<file path="src/rtl/sd_spi_pkg.sv">
// Shared constants for the SD SPI link: idle byte, synchroniser depth and
// the SPI mode 3 clock polarity/phase used by both ends of the link.
package sd_spi_pkg;
  localparam logic [7:0] SD_SPI_IDLE_BYTE   = 8'hFF;
  localparam int         SD_SPI_SYNC_STAGES = 2;
  localparam logic       SD_SPI_CPOL        = 1'b1;
  localparam logic       SD_SPI_CPHA        = 1'b1;

  typedef logic [7:0] sd_byte_t;
endpackage

</file>
<file path="src/rtl/sd_spi_sync_edge.sv">
// N-stage synchroniser for one asynchronous pin, with an optional extra
// flop that turns the synchronised level into one-cycle rise/fall pulses.
module sd_spi_sync_edge #(
  parameter int STAGES   = 2,
  parameter bit EDGE_DET = 1'b1
) (
  input  logic clk,
  input  logic rst,
  input  logic d,
  output logic q,
  output logic rise,
  output logic fall
);
  logic [STAGES-1:0] sh_q, sh_d;

  always_comb begin
    sh_d = {sh_q[STAGES-2:0], d};
  end

  // Every stage resets high so that idle-high sclk and cs_n produce no edges.
  always_ff @(posedge clk) begin
    if (rst) sh_q <= '1;
    else     sh_q <= sh_d;
  end

  assign q = sh_q[STAGES-1];

  if (EDGE_DET) begin : g_edge
    logic prev_q, prev_d;
    always_comb prev_d = sh_q[STAGES-1];
    always_ff @(posedge clk) begin
      if (rst) prev_q <= 1'b1;
      else     prev_q <= prev_d;
    end
    assign rise =  sh_q[STAGES-1] & ~prev_q;
    assign fall = ~sh_q[STAGES-1] &  prev_q;
  end else begin : g_no_edge
    assign rise = 1'b0;
    assign fall = 1'b0;
  end
endmodule

</file>
<file path="src/rtl/sd_spi_responder.sv">
// Card-side SPI mode 3 responder: oversamples sclk/cs_n/mosi on clk, shifts
// command bytes in and response bytes (from a one-deep holding register) out.
module sd_spi_responder
  import sd_spi_pkg::*;
#(
  parameter logic [7:0] IDLE_BYTE = SD_SPI_IDLE_BYTE
) (
  input  logic       clk,
  input  logic       rst,
  input  logic       sclk,
  input  logic       cs_n,
  input  logic       mosi,
  output logic       miso,
  output logic [7:0] rx_data,
  output logic       rx_valid,
  input  logic [7:0] tx_data,
  input  logic       tx_load,
  output logic       tx_ready,
  output logic       selected
);
  logic sclk_sync, sclk_rise, sclk_fall;
  logic cs_sync, cs_rise_unused, cs_fall;
  logic mosi_sync, mosi_rise_unused, mosi_fall_unused;

  sd_spi_sync_edge #(.STAGES(SD_SPI_SYNC_STAGES), .EDGE_DET(1'b1)) u_sclk_sync (
    .clk(clk), .rst(rst), .d(sclk), .q(sclk_sync), .rise(sclk_rise), .fall(sclk_fall)
  );
  sd_spi_sync_edge #(.STAGES(SD_SPI_SYNC_STAGES), .EDGE_DET(1'b1)) u_cs_sync (
    .clk(clk), .rst(rst), .d(cs_n), .q(cs_sync), .rise(cs_rise_unused), .fall(cs_fall)
  );
  sd_spi_sync_edge #(.STAGES(SD_SPI_SYNC_STAGES), .EDGE_DET(1'b0)) u_mosi_sync (
    .clk(clk), .rst(rst), .d(mosi), .q(mosi_sync), .rise(mosi_rise_unused), .fall(mosi_fall_unused)
  );

  logic [2:0] bit_cnt_q, bit_cnt_d;
  sd_byte_t   rx_sh_q, rx_sh_d;
  sd_byte_t   tx_sh_q, tx_sh_d;
  sd_byte_t   tx_hold_q, tx_hold_d;
  logic       hold_full_q, hold_full_d;
  logic       miso_q, miso_d;
  sd_byte_t   rx_data_q, rx_data_d;
  logic       rx_valid_q, rx_valid_d;
  logic       reload, consume;

  always_comb begin
    bit_cnt_d   = bit_cnt_q;
    rx_sh_d     = rx_sh_q;
    tx_sh_d     = tx_sh_q;
    tx_hold_d   = tx_hold_q;
    hold_full_d = hold_full_q;
    miso_d      = miso_q;
    rx_data_d   = rx_data_q;
    rx_valid_d  = 1'b0;
    reload      = 1'b0;

    // Select takes priority over any sclk edge landing in the same cycle.
    if (cs_fall) begin
      bit_cnt_d = 3'd0;
      reload    = 1'b1;
    end else if (cs_sync) begin
      miso_d    = 1'b1;
      bit_cnt_d = 3'd0;
    end else if (sclk_fall) begin
      miso_d  = tx_sh_q[7];
      tx_sh_d = {tx_sh_q[6:0], 1'b1};
    end else if (sclk_rise) begin
      rx_sh_d   = {rx_sh_q[6:0], mosi_sync};
      bit_cnt_d = bit_cnt_q + 3'd1;
      if (bit_cnt_q == 3'd7) begin
        rx_data_d  = rx_sh_d;
        rx_valid_d = 1'b1;
        reload     = 1'b1;
      end
    end

    consume = reload & hold_full_q;
    if (reload) tx_sh_d = hold_full_q ? tx_hold_q : IDLE_BYTE;
    if (consume) hold_full_d = 1'b0;
    // A load coincident with a consume of a full register is accepted.
    if (tx_load && (!hold_full_q || consume)) begin
      tx_hold_d   = tx_data;
      hold_full_d = 1'b1;
    end
  end

  always_ff @(posedge clk) begin
    if (rst) begin
      bit_cnt_q   <= 3'd0;
      rx_sh_q     <= 8'h00;
      tx_sh_q     <= IDLE_BYTE;
      tx_hold_q   <= 8'h00;
      hold_full_q <= 1'b0;
      miso_q      <= 1'b1;
      rx_data_q   <= 8'h00;
      rx_valid_q  <= 1'b0;
    end else begin
      bit_cnt_q   <= bit_cnt_d;
      rx_sh_q     <= rx_sh_d;
      tx_sh_q     <= tx_sh_d;
      tx_hold_q   <= tx_hold_d;
      hold_full_q <= hold_full_d;
      miso_q      <= miso_d;
      rx_data_q   <= rx_data_d;
      rx_valid_q  <= rx_valid_d;
    end
  end

  assign miso     = miso_q;
  assign rx_data  = rx_data_q;
  assign rx_valid = rx_valid_q;
  assign tx_ready = ~hold_full_q;
  assign selected = ~cs_sync;
endmodule

</file>
<file path="config.mk">
export PLATFORM = sky130hd
export DESIGN_NAME = sd_spi_responder
export DESIGN_NICKNAME = d
export VERILOG_FILES = /design/src/rtl/sd_spi_pkg.sv /design/src/rtl/sd_spi_sync_edge.sv /design/src/rtl/sd_spi_responder.sv
export SDC_FILE = /design/constraint.sdc
export NUM_CORES = 1
export LEC_CHECK = 0
export ABC_AREA = 1
export CORE_MARGIN = 5
export CORE_UTILIZATION = 57
export CTS_CLUSTER_SIZE = 30
export DETAILED_ROUTE_END_ITERATION = 16
export PLACE_DENSITY = 0.83
export SYNTH_ARGS = -nofsm -noshare
export SYNTH_HDL_FRONTEND = slang
export SYNTH_SLANG_ARGS = --single-unit
</file>
<file path="constraint.sdc">
create_clock -name clk -period 3.5 [get_ports clk]
set_clock_uncertainty 0.05 [all_clocks]
set_input_delay 0.35 -clock clk [delete_from_list [all_inputs] [get_ports clk]]
set_output_delay 0.35 -clock clk [all_outputs]
set_load 0.02 [all_outputs]
</file>
==> results.yml <==
status:
  status: "completed"
power:
  p_total_mw: 0.938
  powerDensity_nw_per_um2: 432
  ir_drop_uv: 303
  p_leak_nw: 0.963
route:
  drt_wl_total_um: 3260
  drtPass1Iterations: 4
  routed_via_density: 5.02
  first_iter_violations: 116
  vias: 1545
  drc_errors: 0
  ant_nets: 0
  detail_route.wl_per_cell_um: 10.6
timing:
  min_period_ns: 1.88
  fmax_mhz: 533
  worstMarginPinSlew_ns: 0.673
  slew_headroom_pct: 55.1
  slew_violations: 0
  rsz0062_at_grt: "no"
  fin_setup_tns_ns: 0
  finalCritPeriodShare_pct: 53.6
  final_hold_viol_count: 0
  finalSetupViolations: 0
setup_path:
  required_ns: 3.10
  start_kind: "flip-flop"
  endpoint_kind: "primary output"
  cp_max_fo: 9
  path_cells: "inv_1 -> clkdlybuf4s50_1"
  critPathArrivalTime_ns: 1.48
  slowest_delay_ns: 0.63
  critPathKind: "reg -> out"
  crit_buf_inv: 2
  cp_top_family: "buffers and inverters"
  cp_slowest_cell: "clkdlybuf4s50_1"
die:
  coreArea_um2: 3050
  die_h_um: 66.6
  start_util_pct: 59.9
  fp.dieW_um: 66.6
  ioPinCount: 26
  dieArea_um2: 4440
  fp-row-count: 20
cts:
  htree_levels: 2
  postCtsHoldBufs: 0
  cts.clk_slew.worst_paths_ns: 0.11
  cts-root-buf: "clkbuf_4"
  cts_resized: 0
  tritoncts: "done"
  clk_latency_ns: 0.35
  postCtsSetupRepairBufs: 0
  cts_sinks: 45
  cts_buffer_depth: 2
  cts-buffers-inserted: 5
grt:
  grt_pass1_wl_um: 6060
  grt_max_degree: 25
  gr-total-overflow: 0
  grt_util_all_layers_pct: 17.7
  first_global_vias: 1450
  antenna_found_initial: 0
synthesis:
  ys_seq_elements: 45
  ys_warn_count: 0
  syn-cell-area_um2: 1830
  yosysSeqAreaShare_pct: 49.3
  yosysUniqueCellTypes: 23
  syn-instance-count: 240
  synth_nets: 256
  syn_area_per_cell_um2: 7.62
final_layout:
  antennaDiodeCount: 0
  drive_gt1_share_pct: 11.0
  syn2layout_area_growth_pct: 18.8
  seq_area_um2: 901
  multi_input_area_um2: 797
  fin_nets: 279
  final_common_cell: "nand2_1"
  layout_common_cells: "65 x nand2_1, 45 x dfxtp_1, 26 x nand3_1"
  fillers: 261
flow_run:
  cap_violations: 0
placed_design:
  hpwl_um: 2310
  routabilityCongestion: 0.779
  io_buffers: 25
min_path:
  hold_path.class: "reg -> reg"
-- path summary, 6_finish.rpt --
path / startpoint / to / slack [ns] / cells past startpoint
worst min register to register: u_mosi_sync.sh_q[0] / u_mosi_sync.sh_q[1] / 0.38 / 1
worst max register to register: bit_cnt_q[0] / tx_sh_q[6] / 1.78 / 9
worst min-delay path: u_mosi_sync.sh_q[0] / u_mosi_sync.sh_q[1] / 0.38 / 1
worst max-delay path: hold_full_q / tx_ready / 1.62 / 2
-- per-layer routing --
layer | vias up | part of all wire (%) | GRT usage [%]
met2 | 25 | 46 | 28.7
li1 | 805 | - | -
met5 | - | 0 | 0
met3 | 7 | 4.4 | 5.90
met1 | 708 | 48 | 21.3
met4 | 0 | 1.7 | 7.11
-- cell type report --
type	instances	area share (%)
clock buffers	7	2.54
clock inverters	1	1.38
inverters	22	3.80
multi-input cells	164	36.7
flip-flops and latches	45	41.5
well taps	44	2.54
repair buffers	25	11.5
-- kinds of logic (layout without fill, tap and decap cells) --
group | Yosys count | after routing | share of synthesized area [%]
AND/OR/NAND/NOR | 127 | 127 | 32.0
flip-flops | 45 | 45 | 49.3
AO/OA/AOI/OAI | 34 | 34 | 9.72
buffers and inverters | 31 | 55 | 7.12
adder cells (fa/ha/maj) | 2 | 2 | 1.37
XOR/XNOR | 1 | 1 | 0.479
-- sequential cells by signal, indices dropped and copies added, names as in the netlist --
signal and flops:
rx_data 8, tx_hold_q 8, tx_sh_q 8, rx_sh_q 7
bit_cnt_q 3, u_cs_sync.sh_q 2, u_mosi_sync.sh_q 2, u_sclk_sync.sh_q 2
hold_full_q 1, miso 1, rx_valid 1, u_cs_sync.g_edge.prev_q 1
u_sclk_sync.g_edge.prev_q 1
-- where the power goes --
group	total [mW]	internal, mW	switching [mW]
registers	0.534	0.526	0.00767
logic	0.0787	0.0380	0.0408
clock network	0.326	0.171	0.155
total	0.938	0.735	0.204
-- synthesized netlist by cell type, drive strengths merged --
master,instances,area [um2]
a21oi,25,125
a31oi,1,12.5
buf,5,32.5
clkbuf,4,15.0
dfxtp,45,901
ha,2,25.0
inv,22,82.6
nand2,68,273
nand3,27,148
nand4,1,6.26
nor2,18,77.6
o21ai,8,40.0
or2,13,81.3
xor2,1,8.76
-- stage by stage --
| stage | worst slack [ns] | area, um2 | utilization (%) | hold WS, ns | cells |
|---|---|---|---|---|---|
| floorplan | 2.00 | 1830 | - | 0.339 | 240 |
| global placement | 1.39 | 2090 | 68.3 | 0.342 | 300 |
| detailed placement | 1.35 | 2090 | 68.3 | 0.348 | 300 |
| CTS | 1.60 | 2170 | 71.1 | 0.380 | 308 |
| global route | 1.52 | 2170 | 71.1 | 0.404 | 308 |
| finish | 1.62 | 2170 | 71.1 | 0.376 | 308 |
(Power assumes the default switching activity.)
